`config.mk`:
```
export PLATFORM = sky130hd
export DESIGN_NAME = mm_fifo_periph
export DESIGN_NICKNAME = d
export VERILOG_FILES = /design/src/rtl/mm_fifo_pkg.sv /design/src/rtl/sync_fifo.sv /design/src/rtl/mm_fifo_periph.sv
export SDC_FILE = /design/constraint.sdc
export NUM_CORES = 1
export LEC_CHECK = 0
export BUFFER_PORTS_ARGS = -buffer_cell sky130_fd_sc_hd__buf_2
export CAP_MARGIN = 40
export CORE_MARGIN = 2
export CORE_UTILIZATION = 25
export CTS_BUF_LIST = sky130_fd_sc_hd__clkbuf_4
export DETAILED_ROUTE_END_ITERATION = 8
export PLACE_DENSITY_LB_ADDON = 0.15
export SETUP_SLACK_MARGIN = 0.1
export SYNTH_ARGS = -nofsm -noshare
export SYNTH_HDL_FRONTEND = slang
export SYNTH_SLANG_ARGS = --single-unit
```
`constraint.sdc`:
```
create_clock -name clk -period 3.9 [get_ports clk]
set_clock_uncertainty 0.1 [all_clocks]
set_input_delay 0.585 -clock clk [delete_from_list [all_inputs] [get_ports clk]]
set_output_delay 0.585 -clock clk [all_outputs]
set_load 0.01 [all_outputs]
```
`src/rtl/mm_fifo_pkg.sv`:
```
// Shared register map, STATUS/CTRL bit layout and status word type for mm_fifo_periph.
package mm_fifo_pkg;

  localparam int unsigned RegData   = 0;
  localparam int unsigned RegStatus = 1;
  localparam int unsigned RegCtrl   = 2;

  localparam int unsigned StRxCountLsb = 0;
  localparam int unsigned StTxCountLsb = 5;
  localparam int unsigned StRxEmpty    = 10;
  localparam int unsigned StTxFull     = 11;
  localparam int unsigned StRxOvf      = 12;
  localparam int unsigned StTxOvf      = 13;
  localparam int unsigned StRxUdf      = 14;

  localparam int unsigned CtrlRxFlush  = 0;
  localparam int unsigned CtrlTxFlush  = 1;
  localparam int unsigned CtrlClrFlags = 2;

  typedef struct packed {
    logic       rsvd;
    logic       rx_udf;
    logic       tx_ovf;
    logic       rx_ovf;
    logic       tx_full;
    logic       rx_empty;
    logic [4:0] tx_count;
    logic [4:0] rx_count;
  } status_t;

endpackage

```
`src/rtl/sync_fifo.sv`:
```
// Single-clock FIFO with flush; pop-through-full and flush-over-push priority.
module sync_fifo #(
  parameter int unsigned DATA_W = 16,
  parameter int unsigned DEPTH  = 8,
  localparam int unsigned PtrW  = $clog2(DEPTH),
  localparam int unsigned CntW  = $clog2(DEPTH + 1)
) (
  input  logic              clk,
  input  logic              rst_n,
  input  logic              push,
  input  logic              pop,
  input  logic              flush,
  input  logic [DATA_W-1:0] din,
  output logic [DATA_W-1:0] dout,
  output logic [CntW-1:0]   count,
  output logic              full,
  output logic              empty
);

  logic [DATA_W-1:0] mem_q [DEPTH];
  logic [PtrW-1:0]   wr_q, wr_d, rd_q, rd_d;
  logic [CntW-1:0]   count_q, count_d;
  logic              do_push, do_pop;

  assign full  = (count_q == CntW'(DEPTH));
  assign empty = (count_q == '0);
  assign count = count_q;
  assign dout  = empty ? '0 : mem_q[rd_q];

  // A pop on a full FIFO frees the slot the push writes into.
  assign do_push = push && (!full || pop);
  assign do_pop  = pop && !empty;

  always_comb begin
    wr_d    = wr_q;
    rd_d    = rd_q;
    count_d = count_q;
    if (flush) begin
      wr_d    = '0;
      rd_d    = '0;
      count_d = '0;
    end else begin
      if (do_push) wr_d = wr_q + PtrW'(1);
      if (do_pop)  rd_d = rd_q + PtrW'(1);
      if (do_push && !do_pop)      count_d = count_q + CntW'(1);
      else if (!do_push && do_pop) count_d = count_q - CntW'(1);
    end
  end

  always_ff @(posedge clk or negedge rst_n) begin
    if (!rst_n) begin
      wr_q    <= '0;
      rd_q    <= '0;
      count_q <= '0;
    end else begin
      wr_q    <= wr_d;
      rd_q    <= rd_d;
      count_q <= count_d;
    end
  end

  always_ff @(posedge clk) begin
    if (do_push && !flush) mem_q[wr_q] <= din;
  end

endmodule

```
`src/rtl/mm_fifo_periph.sv`:
```
// Memory-mapped RX/TX FIFO peripheral: DATA/STATUS/CTRL registers at BASE_ADDR.
// Optional sticky overflow/underflow flags are built when MM_FIFO_ERRFLAG_EN is defined.
module mm_fifo_periph
  import mm_fifo_pkg::*;
#(
  parameter int unsigned       DATA_W    = 16,
  parameter int unsigned       ADDR_W    = 16,
  parameter int unsigned       DEPTH     = 8,
  parameter logic [ADDR_W-1:0] BASE_ADDR = 16'hC000
) (
  input  logic              clk,
  input  logic              rst_n,
  input  logic [ADDR_W-1:0] addr,
  input  logic [DATA_W-1:0] wdata,
  input  logic              mm_we,
  input  logic              mm_re,
  output logic [DATA_W-1:0] rdata,
  input  logic              ext_push,
  input  logic [DATA_W-1:0] ext_din,
  output logic              ext_full,
  input  logic              ext_pop,
  output logic [DATA_W-1:0] ext_dout,
  output logic              ext_valid
);

  localparam int unsigned CntW = $clog2(DEPTH + 1);
  localparam logic [ADDR_W-1:0] AddrData   = BASE_ADDR + ADDR_W'(RegData);
  localparam logic [ADDR_W-1:0] AddrStatus = BASE_ADDR + ADDR_W'(RegStatus);
  localparam logic [ADDR_W-1:0] AddrCtrl   = BASE_ADDR + ADDR_W'(RegCtrl);

  logic hit_data, hit_status, hit_ctrl;
  logic rx_pop, tx_push, rx_flush, tx_flush;
  logic [DATA_W-1:0] rx_dout;
  logic [CntW-1:0]   rx_count, tx_count;
  logic rx_full, rx_empty, tx_full, tx_empty;
  logic rx_ovf, tx_ovf, rx_udf;
  status_t status;

  assign hit_data   = (addr == AddrData);
  assign hit_status = (addr == AddrStatus);
  assign hit_ctrl   = (addr == AddrCtrl);

  assign rx_pop   = mm_re && hit_data;
  assign tx_push  = mm_we && hit_data;
  assign rx_flush = mm_we && hit_ctrl && wdata[CtrlRxFlush];
  assign tx_flush = mm_we && hit_ctrl && wdata[CtrlTxFlush];

  sync_fifo #(.DATA_W(DATA_W), .DEPTH(DEPTH)) u_rx (
    .clk  (clk),
    .rst_n(rst_n),
    .push (ext_push),
    .pop  (rx_pop),
    .flush(rx_flush),
    .din  (ext_din),
    .dout (rx_dout),
    .count(rx_count),
    .full (rx_full),
    .empty(rx_empty)
  );

  sync_fifo #(.DATA_W(DATA_W), .DEPTH(DEPTH)) u_tx (
    .clk  (clk),
    .rst_n(rst_n),
    .push (tx_push),
    .pop  (ext_pop),
    .flush(tx_flush),
    .din  (wdata),
    .dout (ext_dout),
    .count(tx_count),
    .full (tx_full),
    .empty(tx_empty)
  );

  assign ext_full  = rx_full;
  assign ext_valid = !tx_empty;

`ifdef MM_FIFO_ERRFLAG_EN
  logic rx_ovf_q, tx_ovf_q, rx_udf_q;
  logic clr_flags;

  assign clr_flags = mm_we && hit_ctrl && wdata[CtrlClrFlags];

  // A new event in the same cycle as a clear still leaves its flag set.
  always_ff @(posedge clk or negedge rst_n) begin
    if (!rst_n) begin
      rx_ovf_q <= 1'b0;
      tx_ovf_q <= 1'b0;
      rx_udf_q <= 1'b0;
    end else begin
      rx_ovf_q <= (rx_ovf_q && !clr_flags) || (ext_push && rx_full && !rx_pop);
      tx_ovf_q <= (tx_ovf_q && !clr_flags) || (tx_push && tx_full && !ext_pop);
      rx_udf_q <= (rx_udf_q && !clr_flags) || (rx_pop && rx_empty);
    end
  end

  assign rx_ovf = rx_ovf_q;
  assign tx_ovf = tx_ovf_q;
  assign rx_udf = rx_udf_q;
`else
  assign rx_ovf = 1'b0;
  assign tx_ovf = 1'b0;
  assign rx_udf = 1'b0;
`endif

  always_comb begin
    status          = '0;
    status.rx_count = 5'(rx_count);
    status.tx_count = 5'(tx_count);
    status.rx_empty = rx_empty;
    status.tx_full  = tx_full;
    status.rx_ovf   = rx_ovf;
    status.tx_ovf   = tx_ovf;
    status.rx_udf   = rx_udf;
  end

  always_comb begin
    rdata = '0;
    if (mm_re) begin
      if (hit_data)        rdata = rx_dout;
      else if (hit_status) rdata = DATA_W'(status);
    end
  end

endmodule

```
==> results.md <==
* Final period util at 0.9032
* Routed len/inst at 19.35 um
* Die footprint at 47460 um^2
* Worst Path Arrival at 2.84 ns
* Startpoint types: register
* Clock Latency Late Sink at 0.78 ns
* CP max FO at 21
* Hold worst-path end: u_rx.count[3]
* Via/cell ratio at 4.369
* Hold Path Cell Cnt at 3
* CTS tree: built
* Rows at 78
* Worst Hold Class: input pin to register
* Setup Viol. Count Final at 0
* Number of global-route vias before repair at 7261
* Final Power at 8.301 mW
* Crit Reg-Reg Endpoint: u_rx.count[3]
* FF-to-FF path depth at 10
* Final Max Slew Viols at 0
* Routed Antenna Nets at 0
* Via count at 6518
* Placed inst area at 12830 um^2
* Min-delay src: ext_push
* Largest family of logic cells by synthesized area: multiplexers
* Rel. slew slack at 0.4386
* Layout cells sized above 1 at 0.3640
* R2r setup slk at 0.92 ns
* Lkg Pwr at 4.943 nW
* Synth warnings at 0
* Overflow after GRT at 0
* Clock tree root driver cell: clkbuf_4
* CP Class: register to output pin
* Layout area overhead at 24.26%
* Largest net degree at the start of global routing at 27
* Nets@finish at 897
* Initial Utilization at 0.2525
* Number of max-cap violations at 0
* Die Height at 217.9 um
* Setup crit end kind: output pin
* Post-Route WL at 28.87 mm
* RSZ-0062 raised after global routing: false
* Seq/Total Area, Yosys at 0.7161
* Setup bufs post-CTS at 0
* Max Freq at 283.9 MHz
* FF-to-FF Start: u_rx.count[1]
* DRC at 0
* Cell area after layout at 14210 um^2
* First-pass GRT wire length at 43.75 mm
* 1st-pass router iterations at 4
* Actual slew at the worst max-slew pin at 0.8357 ns
* CTS Buf Count at 79
* Worst-path clk slew at 0.06 ns
* Clk sink count at 276
* Ys flop type: edfxtp_1
* Chip Width at 217.9 um
* Port Buffer Count at 87
* I/O pins at 88
* Initial DRC count at 358
* IR drop worst, VDD at 0.2991 mV
* Filler cell count at 4514
* Synthesized net count at 691
* Final-report hold violation count at 0
* Mapped cell area at 11430 um^2
* Maximum root-to-sink buffer count at 3
* Global-route total usage across every layer at 0.1256
* Cell variety after synth at 53
* Syn Area/Cell at 18.24 um^2
* Final Critical Period at 3.522 ns
* Dpl hpwl at 17.87 mm
* Async S/R FF share, synth at 0.07246
* Post-Syn Instances at 627
* Status: finished clean
* Xor-xnor portion of the synthesized cell area at 0.008317
* Most frequent cells in the layout: edfxtp_1 (256), clkbuf_4 (99), buf_2 (87)
* Power density cells at 584.3 nW/um^2
* Routability cong. at 0.8304
* Initial antenna violation count at 2
* Post-synth EDFFs at 256
* Synth Area in Adders at 0.01226
* Post-synthesis simple-gate area fraction at 0.06632
* Mux contribution to synthesized area at 0.1589
* Core Area at 45280 um^2
* Commonest non-fill, non-tap cell in the layout: edfxtp_1
* Compound-cell area share of the yosys netlist at 0.02189
* #FFs+latches synth at 276
* Worst EP required at 3.21 ns
* CTS H-tree lvls at 3
-- report_power, final --
group,switching (mW),internal (mW)
registers,0.252,3.52
clock network,1.23,1.53
logic,0.954,0.820
total,2.44,5.86
-- logic make-up (layout without fill, tap and decap cells) --
logic type | count (synthesis) | after routing
compound gates | 39 | 39
buf+inv | 44 | 307
flops | 276 | 276
simple gates | 147 | 147
mux | 101 | 101
fa+ha+maj | 10 | 10
xor+xnor | 10 | 10
other cells | 0 | 2
-- worst max-delay path by stage --
stage | slack [ns] | end | cells past startpoint | from
after floorplan | -0.11 | u_tx.mem_q[4][0] | 6 | addr[3]
after global placement | 0.33 | u_rx.count[3] | 11 | addr[3]
after detailed placement | 0.30 | u_rx.count[3] | 11 | addr[3]
after CTS | 0.18 | ext_dout[11] | 5 | u_tx.rd_q[0]
after global routing | 0.11 | ext_dout[7] | 5 | u_tx.rd_q[0]
final | 0.38 | rdata[4] | 5 | u_rx.rd_q[0]
-- cells in the mapped netlist (2+ instances only) --
master	instances	share of area
mux4_2	64	0.13
clkbuf_1	16	0.0053
nand3_1	9	0.0039
mux2i_1	36	0.032
fa_1	2	0.0035
nor4b_1	2	0.0015
nor2_2	2	0.0011
or4_4	2	0.0020
buf_1	3	0.00098
buf_2	10	0.0044
xnor2_1	3	0.0023
o32ai_1	2	0.0015
nand2_1	29	0.0095
nand3b_1	3	0.0020
buf_4	2	0.0013
and3_1	2	0.0011
nor2b_1	2	0.0011
o21ai_0	4	0.0018
nor4_1	7	0.0038
nand4_1	2	0.0011
inv_1	13	0.0043
xor2_1	6	0.0046
or4_1	2	0.0013
edfxtp_1	256	0.67
nand2b_1	4	0.0022
nor3_1	10	0.0044
a21oi_1	18	0.0079
dfrtp_1	20	0.044
a21o_1	5	0.0033
ha_1	8	0.0088
or3_1	6	0.0033
nor2_1	56	0.018
-- final cells by class --
type | count | area, um^2 | area share
sequential | 276 | 8193 | 0.5767
multi-input combinational | 307 | 3124 | 0.2199
timing repair buffer | 156 | 1059 | 0.07450
tap | 600 | 750.7 | 0.05284
clock buffer | 99 | 743.2 | 0.05231
clock inverter | 39 | 284.0 | 0.01999
inverter | 13 | 48.80 | 0.003435
antenna | 2 | 5.005 | 0.0003523
-- registers in the layout, indices dropped and copies added, names as in the netlist --
register    count
u_rx.mem_q    128
u_tx.mem_q    128
u_rx.count      4
u_tx.count      4
u_rx.rd_q       3
u_rx.wr_q       3
u_tx.rd_q       3
u_tx.wr_q       3
-- critical path, cell delays in order (launching register included) --
cell,delay (ns)
dfrtp_4,0.72
buf_4,0.38
mux4_2,0.55
mux2i_1,0.19
nor2_1,0.08
buf_2,0.14
-- per-layer routing --
layer	global-route usage	share of wire	wire, um	vias to the layer above
li1	-	-	-	2977
met1	0.1471	0.41	11970	3338
met2	0.2165	0.52	14910	151
met3	0.03863	0.049	1427	52
met4	0.04626	0.020	563	0
met5	0	0	0	-
-- through the flow --
stage / setup slack [ns] / TNS, ns / util / hold slack, ns / instances
global route: 0.1109 / 0 / 0.3137 / 0.06971 / 1492
finish: 0.3775 / 0 / 0.3137 / 0.1325 / 1492
global placement: 0.3279 / 0 / 0.2828 / 0.4262 / 1317
floorplan: -0.1060 / -3.392 / - / 0.1894 / 627
detailed placement: 0.2953 / 0 / 0.2834 / 0.4464 / 1318
CTS: 0.1764 / 0 / 0.3136 / 0.02226 / 1490
-- timing repair --
action / in CTS / in global routing
gates resized for setup: 1 / 0
setup endpoints to repair: 6 / 0
hold buffers: 34 / 0
hold endpoints to repair: 277 / 0
Note: power is estimated with default switching activity, not from simulation.
